File: src/rtl/matrix_uart_printer.sv
`default_nettype none
// +---------------------------------------------------------------------------+
// | Module   : matrix_uart_printer                                            |
// | Desc     : Reads an m x n matrix row-major from storage and prints each   |
// |            element as signed decimal ASCII over an 8N1 UART transmitter.  |
// | Revision : 1.0 - initial release                                          |
// +---------------------------------------------------------------------------+
module matrix_uart_printer #(
   parameter int CLK_FREQ = 25_000_000,
   parameter int BAUD     = 115200,
   parameter int BAUD_DIV = CLK_FREQ / BAUD,
   parameter int MAX_DIM  = 5
) (
   input  logic        clk,
   input  logic        rst_n,
   input  logic        i_start,
   input  logic [8:0]  i_base_addr,
   input  logic [31:0] i_m,
   input  logic [31:0] i_n,
   output logic [8:0]  o_rd_addr,
   input  logic [31:0] i_rd_data,
   output logic        o_tx,
   output logic        o_busy,
   output logic        o_done,
   output logic        o_error
);

   localparam int              c_BW        = (BAUD_DIV > 1) ? $clog2(BAUD_DIV) : 1;
   localparam logic [c_BW-1:0] c_BAUD_LAST = c_BW'(BAUD_DIV - 1);
   localparam logic [31:0]     c_MAX_DIM   = 32'(MAX_DIM);

   localparam logic [3:0] c_ST_IDLE  = 4'd0;
   localparam logic [3:0] c_ST_CHECK = 4'd1;
   localparam logic [3:0] c_ST_ADDR  = 4'd2;
   localparam logic [3:0] c_ST_READ  = 4'd3;
   localparam logic [3:0] c_ST_WAIT  = 4'd4;
   localparam logic [3:0] c_ST_CONV  = 4'd5;
   localparam logic [3:0] c_ST_SIGN  = 4'd6;
   localparam logic [3:0] c_ST_DIGIT = 4'd7;
   localparam logic [3:0] c_ST_SEP   = 4'd8;
   localparam logic [3:0] c_ST_LF    = 4'd9;
   localparam logic [3:0] c_ST_NEXT  = 4'd10;
   localparam logic [3:0] c_ST_DONE  = 4'd11;

   logic [3:0]       r_state, w_state_next;
   logic [8:0]       r_base, r_rd_addr;
   logic [31:0]      r_m, r_n;
   logic [2:0]       r_row, r_col;
   logic [4:0]       r_idx;
   logic             r_neg;
   logic [16:0]      r_mag;
   logic [4:0][3:0]  r_dig;
   logic [2:0]       r_pos, r_dpos;

   logic             r_tx, r_tx_active;
   logic [8:0]       r_tx_shift;
   logic [3:0]       r_bit_cnt;
   logic [c_BW-1:0]  r_baud_cnt;

   logic             w_dim_bad, w_last_col, w_last_row;
   logic             w_tx_ready, w_fmt_valid, w_load;
   logic [7:0]       w_fmt_byte;
   logic [16:0]      w_place, w_sub, w_elem_ext, w_elem_mag;
   logic [3:0]       w_digit;
   logic [2:0]       w_first;
   logic             w_unused;

   assign w_unused   = ^i_rd_data[31:16];
   assign w_dim_bad  = (r_m == 32'd0) || (r_m > c_MAX_DIM) || (r_n == 32'd0) || (r_n > c_MAX_DIM);
   assign w_last_col = ({29'd0, r_col} == r_n - 32'd1);
   assign w_last_row = ({29'd0, r_row} == r_m - 32'd1);
   assign w_elem_ext = {i_rd_data[15], i_rd_data[15:0]};
   assign w_elem_mag = i_rd_data[15] ? (~w_elem_ext + 17'd1) : w_elem_ext;
   assign w_tx_ready = !r_tx_active || ((r_bit_cnt == 4'd9) && (r_baud_cnt == c_BAUD_LAST));
   assign w_load     = w_fmt_valid && w_tx_ready;
   assign o_rd_addr  = r_rd_addr;
   assign o_tx       = r_tx;

   // One decimal position per cycle: pick the largest multiple of the place value that fits.
   always_comb begin
      case (r_pos)
         3'd0:    w_place = 17'd10000;
         3'd1:    w_place = 17'd1000;
         3'd2:    w_place = 17'd100;
         3'd3:    w_place = 17'd10;
         default: w_place = 17'd1;
      endcase
      w_digit = 4'd0;
      w_sub   = 17'd0;
      for (int j = 1; j <= 9; j++) begin
         if (r_mag >= 17'(j) * w_place) begin
            w_digit = 4'(j);
            w_sub   = 17'(j) * w_place;
         end
      end
      w_first = 3'd4;
      for (int k = 3; k >= 0; k--) begin
         if (r_dig[3'(k)] != 4'd0) w_first = 3'(k);
      end
   end

   always_ff @(posedge clk) begin
      if (!rst_n) r_state <= c_ST_IDLE;
      else        r_state <= w_state_next;
   end

   always_comb begin
      w_state_next = r_state;
      case (r_state)
         c_ST_IDLE:  if (i_start) w_state_next = c_ST_CHECK;
         c_ST_CHECK: w_state_next = w_dim_bad ? c_ST_IDLE : c_ST_ADDR;
         c_ST_ADDR:  w_state_next = c_ST_READ;
         c_ST_READ:  w_state_next = c_ST_WAIT;
         c_ST_WAIT:  w_state_next = c_ST_CONV;
         c_ST_CONV:  if (r_pos == 3'd4) w_state_next = r_neg ? c_ST_SIGN : c_ST_DIGIT;
         c_ST_SIGN:  if (w_load) w_state_next = c_ST_DIGIT;
         c_ST_DIGIT: if (w_load && (r_dpos == 3'd4)) w_state_next = c_ST_SEP;
         c_ST_SEP:   if (w_load) w_state_next = w_last_col ? c_ST_LF : c_ST_NEXT;
         c_ST_LF:    if (w_load) w_state_next = c_ST_NEXT;
         // Waiting for the line to go idle keeps the next element's first start bit close to its capture.
         c_ST_NEXT:  if (!r_tx_active) w_state_next = (w_last_col && w_last_row) ? c_ST_DONE : c_ST_ADDR;
         c_ST_DONE:  w_state_next = c_ST_IDLE;
         default:    w_state_next = c_ST_IDLE;
      endcase
   end

   always_comb begin
      o_busy      = 1'b0;
      o_done      = 1'b0;
      o_error     = 1'b0;
      w_fmt_valid = 1'b0;
      w_fmt_byte  = 8'h00;
      case (r_state)
         c_ST_IDLE:  ;
         c_ST_CHECK: o_error = w_dim_bad;
         c_ST_DONE:  o_done = 1'b1;
         c_ST_SIGN: begin
            o_busy      = 1'b1;
            w_fmt_valid = 1'b1;
            w_fmt_byte  = 8'h2D;
         end
         c_ST_DIGIT: begin
            o_busy      = 1'b1;
            w_fmt_valid = 1'b1;
            w_fmt_byte  = 8'h30 + {4'd0, r_dig[r_dpos]};
         end
         c_ST_SEP: begin
            o_busy      = 1'b1;
            w_fmt_valid = 1'b1;
            w_fmt_byte  = w_last_col ? 8'h0D : 8'h20;
         end
         c_ST_LF: begin
            o_busy      = 1'b1;
            w_fmt_valid = 1'b1;
            w_fmt_byte  = 8'h0A;
         end
         default: o_busy = 1'b1;
      endcase
   end

   always_ff @(posedge clk) begin
      if (!rst_n) begin
         r_base    <= 9'd0;
         r_rd_addr <= 9'd0;
         r_m       <= 32'd0;
         r_n       <= 32'd0;
         r_row     <= 3'd0;
         r_col     <= 3'd0;
         r_idx     <= 5'd0;
         r_neg     <= 1'b0;
         r_mag     <= 17'd0;
         r_dig     <= '0;
         r_pos     <= 3'd0;
         r_dpos    <= 3'd0;
      end else begin
         case (r_state)
            c_ST_IDLE: begin
               if (i_start) begin
                  r_base <= i_base_addr;
                  r_m    <= i_m;
                  r_n    <= i_n;
               end
            end
            c_ST_CHECK: begin
               r_row <= 3'd0;
               r_col <= 3'd0;
               r_idx <= 5'd0;
            end
            // Row-major order makes r*n+c a simple running element index.
            c_ST_ADDR: r_rd_addr <= r_base + {4'd0, r_idx};
            c_ST_WAIT: begin
               r_neg <= i_rd_data[15];
               r_mag <= w_elem_mag;
               r_pos <= 3'd0;
            end
            c_ST_CONV: begin
               r_dig[r_pos] <= w_digit;
               r_mag        <= r_mag - w_sub;
               r_pos        <= r_pos + 3'd1;
               if (r_pos == 3'd4) r_dpos <= w_first;
            end
            c_ST_DIGIT: if (w_load) r_dpos <= r_dpos + 3'd1;
            c_ST_NEXT: begin
               if (!r_tx_active) begin
                  r_idx <= r_idx + 5'd1;
                  if (w_last_col) begin
                     r_col <= 3'd0;
                     r_row <= r_row + 3'd1;
                  end else begin
                     r_col <= r_col + 3'd1;
                  end
               end
            end
            default: ;
         endcase
      end
   end

   // A load in the last stop-bit cycle starts the next frame with no idle gap.
   always_ff @(posedge clk) begin
      if (!rst_n) begin
         r_tx        <= 1'b1;
         r_tx_active <= 1'b0;
         r_tx_shift  <= 9'd0;
         r_bit_cnt   <= 4'd0;
         r_baud_cnt  <= '0;
      end else if (w_load) begin
         r_tx        <= 1'b0;
         r_tx_shift  <= {1'b1, w_fmt_byte};
         r_bit_cnt   <= 4'd0;
         r_baud_cnt  <= '0;
         r_tx_active <= 1'b1;
      end else if (r_tx_active) begin
         if (r_baud_cnt == c_BAUD_LAST) begin
            r_baud_cnt <= '0;
            if (r_bit_cnt == 4'd9) begin
               r_tx_active <= 1'b0;
            end else begin
               r_tx       <= r_tx_shift[0];
               r_tx_shift <= {1'b0, r_tx_shift[8:1]};
               r_bit_cnt  <= r_bit_cnt + 4'd1;
            end
         end else begin
            r_baud_cnt <= r_baud_cnt + 1'b1;
         end
      end
   end

endmodule
`default_nettype wire

File: config.mk
export PLATFORM = sky130hd
export DESIGN_NAME = matrix_uart_printer
export DESIGN_NICKNAME = d
export VERILOG_FILES = /design/src/rtl/matrix_uart_printer.sv
export SDC_FILE = /design/constraint.sdc
export NUM_CORES = 1
export LEC_CHECK = 0
export ABC_AREA = 1
export ABC_CLOCK_PERIOD_IN_PS = 9200
export CAP_MARGIN = 5
export CORE_MARGIN = 4
export CORE_UTILIZATION = 60
export DETAILED_ROUTE_END_ITERATION = 8
export GPL_TIMING_DRIVEN = 0
export PLACE_DENSITY_LB_ADDON = 0.15
export RECOVER_POWER = 25
export SLEW_MARGIN = 0
export SYNTH_ARGS = -nofsm -noshare
export SYNTH_HDL_FRONTEND = slang
export SYNTH_SLANG_ARGS = --single-unit
export TNS_END_PERCENT = 10
File: constraint.sdc
create_clock -name clk -period 9.2 [get_ports clk]
set_input_delay 1.38 -clock clk [delete_from_list [all_inputs] [get_ports clk]]
set_output_delay 1.38 -clock clk [all_outputs]
set_load 0.01 [all_outputs]
---- Word level (Yosys, flattened, before mapping) ----
Cells that the tools add are included.
word-level totals
  input port bits ......................... 108
  output and inout port bits .............. 13
  register bits after elaboration ......... 164
  word-level logic and storage cells ...... 193
operators by class
  equal/unequal tests ..................... 30
  multiply operators ...................... 5
  order comparisons ....................... 14
  reduce and logical (&&, ||, !) cells .... 33
  bitwise operators ....................... 3
  multiplexer cells ....................... 73
  $add $sub $neg .......................... 13
operators by type and width
  kind                                                                   count
  17-bit 2-to-1 mux                                                      10
  17-bit greater-or-equal comparator                                     9
  4-bit 2-to-1 mux                                                       18
  3-bit by 32-bit == test with 1-bit output                              2
  32-bit by 3-bit > comparator with 1-bit output, second input constant  2
  32-bit zero test                                                       2
  32-bit by 1-bit subtractor with 32-bit output, second input constant   2
  14-bit case mux with 4 select lines                                    1
  4-bit case mux with 11 select lines                                    1
  9-bit 2-to-1 mux                                                       4
  3-bit by 17-bit multiplier with 17-bit output, first input constant    2
  17-bit case mux with 2 select lines                                    1
  3-bit 2-to-1 mux                                                       10
  7-bit case mux with 4 select lines                                     1
  3-bit case mux with 2 select lines                                     4
  20-bit bitwise mux                                                     1
  4-bit == test, second input constant                                   5
  2-bit != test, second input constant                                   10
  17-bit by 1-bit adder with 17-bit output, second input constant        1
  2-bit by 17-bit multiplier with 16-bit output, first input constant    1
  2-bit by 17-bit multiplier with 17-bit output, first input constant    1
  4-bit by 17-bit multiplier with 17-bit output, first input constant    1
  17-bit inverter                                                        1
  17-bit subtractor                                                      1
  other kinds (37)                                                       80

---- Logic depth before layout (Yosys ltp) ----
Gate-level depths: netlist of the first run.
  depth after elaboration ................. 14
  mapped depth ............................ 54
  depth with buffers taken out ............ 52

---- Least setup slack after synthesis of the first run ----
No wires, ideal clock.
  path type ............................... reg-to-reg
  start ................................... register r_pos[1]
  end ..................................... register r_mag[13]
  library setup time ...................... 0.109 ns
  path buffers ............................ 2
  data arrival time ....................... 6.948 ns
  clock period less this slack ............ 7.057 ns
  cell stages (with the launch flop) ...... 48
  data required time ...................... 9.091 ns
  setup slack ............................. 2.143 ns
  cells stage by stage .................... dfxtp_1 -> ha_1 -> ha_1 -> clkbuf_1 -> inv_1 -> ha_1 -> inv_1 -> nor2_8 -> nor2_8 -> nor2_8 -> inv_2 -> ha_1 -> inv_1 -> fa_1 -> or2_1 -> o21bai_1 -> nand2_1 -> nand2_1 -> [12 not listed] -> clkbuf_1 -> o21ai_0 -> a21oi_1 -> nor2_1 -> ha_1 -> inv_1 -> nor4_1 -> nor2_1 -> o21ai_1 -> a21boi_0 -> o21ai_1 -> nand2_1 -> nand2_1 -> nand2_1 -> nand3_1 -> nand3_1 -> nand2_1 -> inv_1
between the ends
  longest elaborated chain between the ends .. 14
  elaborated cells between the ends (all ways) .. 30
  classes of those cells .................. add/sub (1); mul (5); order compare (9); eq/ne (3); mux (11); reduce/logical (1)
ends and longest elaborated chain
  item                                                                                                   RTL line  source
  start, declared                                                                                        53        logic [2:0] r_pos, r_dpos;
  start signal, assigned                                                                                 199       r_pos <= r_pos + 3'd1;
  3-bit by 2-bit == test with 1-bit output (tied with other cells)                                       81        case (r_pos)
  14-bit case mux with 4 select lines (*)                                                                81
  parallel branches: the longest is 9 deep, another holds 2-bit by 17-bit multiplier with 17-bit output  --
  17-bit 2-to-1 mux (*)                                                                                  91        if (r_mag >= 17'(j) * w_place) begin
  17-bit subtractor (*)                                                                                  198       r_mag <= r_mag - w_sub;
  17-bit case mux with 2 select lines (*)                                                                176       case (r_state)
  end signal, assigned                                                                                   193       r_mag <= w_elem_mag;
  end signal, assigned                                                                                   198
  end, declared                                                                                          51        logic [16:0] r_mag;
Every way passes the cells marked *.
A chain may end at the register's enable or synchronous reset.

---- Worst setup path in the final report of the first run ----
  start ................................... register r_pos[1]
  end ..................................... register r_mag[16]
The elaborated chain is that of the path after synthesis.

==> metrics.csv, run 1 <==
metric,value,unit
first-pass GRT wire length,83600,um
initial antenna violation count,0,
GR Util met1,41.3,%
Via-to-Cell Ratio,5.89,
post-layout min period,8.65,ns
Chip Height,170,um
die width,170,um
Clock Sinks,164,
pre-CTS WS,-0.0553,ns
crit path buf inv count,10,
Total GRT Usage,35.8,%
Longest Clk Path Bufs,2,
"Data arrival, critical path",8.94,ns
worst vdd ir,526,uV
DRC,0,
CTS Buf Count,17,
Final Util,68.8,%
Leakage,8.49,nW
post-synthesis sequential area ratio,20.8,%
YS warnings,0,
hold_buf cts,0,
#FFs+latches synth,164,
antenna-violating nets left,0,
root buf cell,clkbuf_16,
num rows,59,
met2 usage,62.8,%
Setup TNS,0,ns
Die Area,29000,um^2
met3 Use GR,4.95,%
I/O Buffers,103,
Post-Synthesis Cells,2510,
Slew Limit Fails,0,
gpl congestion,0.980,
critical path required time,9.49,ns
proportion of layout cells with a drive suffix above 1,4.00,%
RSZ-0062 raised after global routing,no,
Mean Syn Cell Area,6.29,um^2
mapped cell area,15800,um^2
ANT cells,0,
H-tree levels,4,
Syn-to-layout area delta,13.2,%
CTS tree,yes,
CP Class,reg -> reg,
Post-DP HPWL,42300,um
status,finished clean,
async set or reset register ratio after synthesis,0,%
Initial Util,60.7,%
CP dominant cell by count,ha_1,
Setup crit end kind,register,
fin nets,2937,
Setup crit start kind,register,
pwr dens,365,nW/um^2
fmax,116,MHz
Crit path max-delay family,adder cells,
drt total wl,53400,um
GRT overflow,0,
Hold WC Path Type,reg -> reg,
Clock transition at path regs,0.07,ns
Routed WL per cell,17.9,um
CP max-delay cell,dfxtp_1,
number of distinct library cells after synthesis,57,
clk_skew,0.0184,ns
Post-synth top flop,dfxtp_1,
Max Cap Violations,0,
clk_lat worst skew,0.45,ns
Ports,121,
vias,17600,
detailed router's first-iteration violation count,1530,
Post-synth EDFFs,0,
GRT Max-Usage Layer,met2,
endpoints failing setup,0,
DR pass1 iterations,7,
vias in the first global route,16600,
Critical Path Fanout Max,13,
Tot Pwr,6.51,mW
slew margin rel.,37.7,%
final hold violation count,0,
"Largest stage delay, worst path",0.50,ns
core box area,26000,um^2
Final Worst Setup Slack,0.554,ns
Tcrit/Tclk final,94.0,%
Tightest Pin Transition,0.932,ns
largest net degree at the start of global routing,19,
stage by stage:
step | hold slack (ns) | instance area (um^2) | std cells
after global placement | 0.437 | 17200 | 2950
after global routing | 0.480 | 17900 | 2988
final | 0.465 | 17900 | 2988
after detailed placement | 0.454 | 17200 | 2950
after CTS | 0.464 | 17800 | 2982
after floorplan | 0.428 | 15800 | 2512
registers in the layout, indices dropped and copies added (netlist names), 4 cells and up:
register / count
r_mag: 17
o_rd_addr: 9
r_baud_cnt: 8
r_state: 4
r_base: 9
r_tx_shift: 9
r_n: 32
r_idx: 5
r_m: 32
r_bit_cnt: 4
r_dig: 20
layout make-up:
| type | instances | area, um^2 |
|---|---|---|
| multi-input cells | 1967 | 11000 |
| fillers | 2412 | 8120 |
| flip-flops and latches | 164 | 3280 |
| inverters | 318 | 1200 |
| repair buffers | 109 | 1080 |
| clock buffers | 17 | 425 |
| well taps | 335 | 419 |
| plain buffers | 63 | 259 |
| clock inverters | 15 | 153 |
cell usage after synthesis, drive strengths merged (2+ instances only):
cell | number | area, um^2
a211oi | 5 | 37.5
a21boi | 8 | 60.1
a21o | 7 | 52.6
a21oi | 277 | 1390
a22oi | 3 | 22.5
a31oi | 16 | 100
buf | 11 | 58.8
clkbuf | 52 | 195
clkinv | 2 | 7.51
conb | 2 | 7.51
dfxtp | 164 | 3280
fa | 10 | 200
ha | 179 | 2240
inv | 316 | 1190
nand2 | 517 | 1980
nand3 | 132 | 676
nand3b | 7 | 52.6
nand4 | 50 | 313
nor2 | 342 | 1380
nor3 | 31 | 180
nor3b | 3 | 22.5
nor4 | 20 | 131
o211ai | 9 | 67.6
o21a | 11 | 82.6
o21ai | 219 | 1100
o21bai | 7 | 52.6
o221ai | 5 | 43.8
o22ai | 10 | 62.6
o31ai | 7 | 52.6
or2 | 13 | 81.3
xnor2 | 16 | 140
xor2 | 54 | 473
routing by layer:
layer	up-vias	part of all wire, %
met1	7952	39
met4	0	6.9
met5	-	0
met3	204	6.8
li1	8636	-
met2	819	48
final timing paths:
kind                       from            end  slack (ns)  depth (start not counted)
setup / recovery       r_pos[1]      r_mag[16]        0.55                         41
hold / removal    r_tx_shift[7]  r_tx_shift[7]        0.47                          2
setup reg to reg       r_pos[1]      r_mag[16]        0.55                         41
hold reg to reg   r_tx_shift[7]  r_tx_shift[7]        0.47                          2
cell families after synthesis:
group / count (synthesis) / share of synthesized area, %
AND/OR/NAND/NOR: 1116 / 30.5
other: 2 / 0.0476
flip-flops: 164 / 20.8
adder cells (fa/ha/maj): 189 / 15.5
AO/OA/AOI/OAI: 588 / 20.0
buffers and inverters: 381 / 9.22
XOR/XNOR: 70 / 3.89
power by group:
part | internal, mW | switching, mW
sequential | 0.888 | 0.271
combinational | 1.52 | 3.12
clock | 0.364 | 0.348
layout by cell type, fill, tap and decap left out, types with 7 or more instances in the layout:
cell type and count:
a21o_1 7, a21oi_1 275, a31oi_1 16, buf_2 8, clkbuf_1 48, clkbuf_16 17, clkdlybuf4s50_1 93, dfxtp_1 164
dlygate4sd3_1 10, fa_1 10, ha_1 179, inv_1 302, inv_2 11, nand2_1 513, nand3_1 129, nand3b_1 7
nand4_1 50, nor2_1 328, nor2_2 9, nor3_1 26, nor4_1 19, o211ai_1 9, o21a_1 11, o21ai_0 199
o21ai_1 18, o21bai_1 7, o22ai_1 10, or2_2 8, xnor2_1 16, xor2_1 54
tightest hold or removal path, stage by stage (launching register included):
cell and delay (ns):
dfxtp_1 0.31, nand2_1 0.06, a21oi_1 0.05
timing repair:
item,in CTS,in global routing
setup buffers,0,6
pin swaps,0,2
setup endpoints to repair,2,9
gates resized for setup,1,9
No activity file was read; power rests on OpenSTA's default activity.
==> inputs of run 2 (changes only) <==
- TNS_END_PERCENT: 10 -> 50
==> results of run 2 <==
Same layout as run 1: the final DEF is identical, and so are final timing and power.
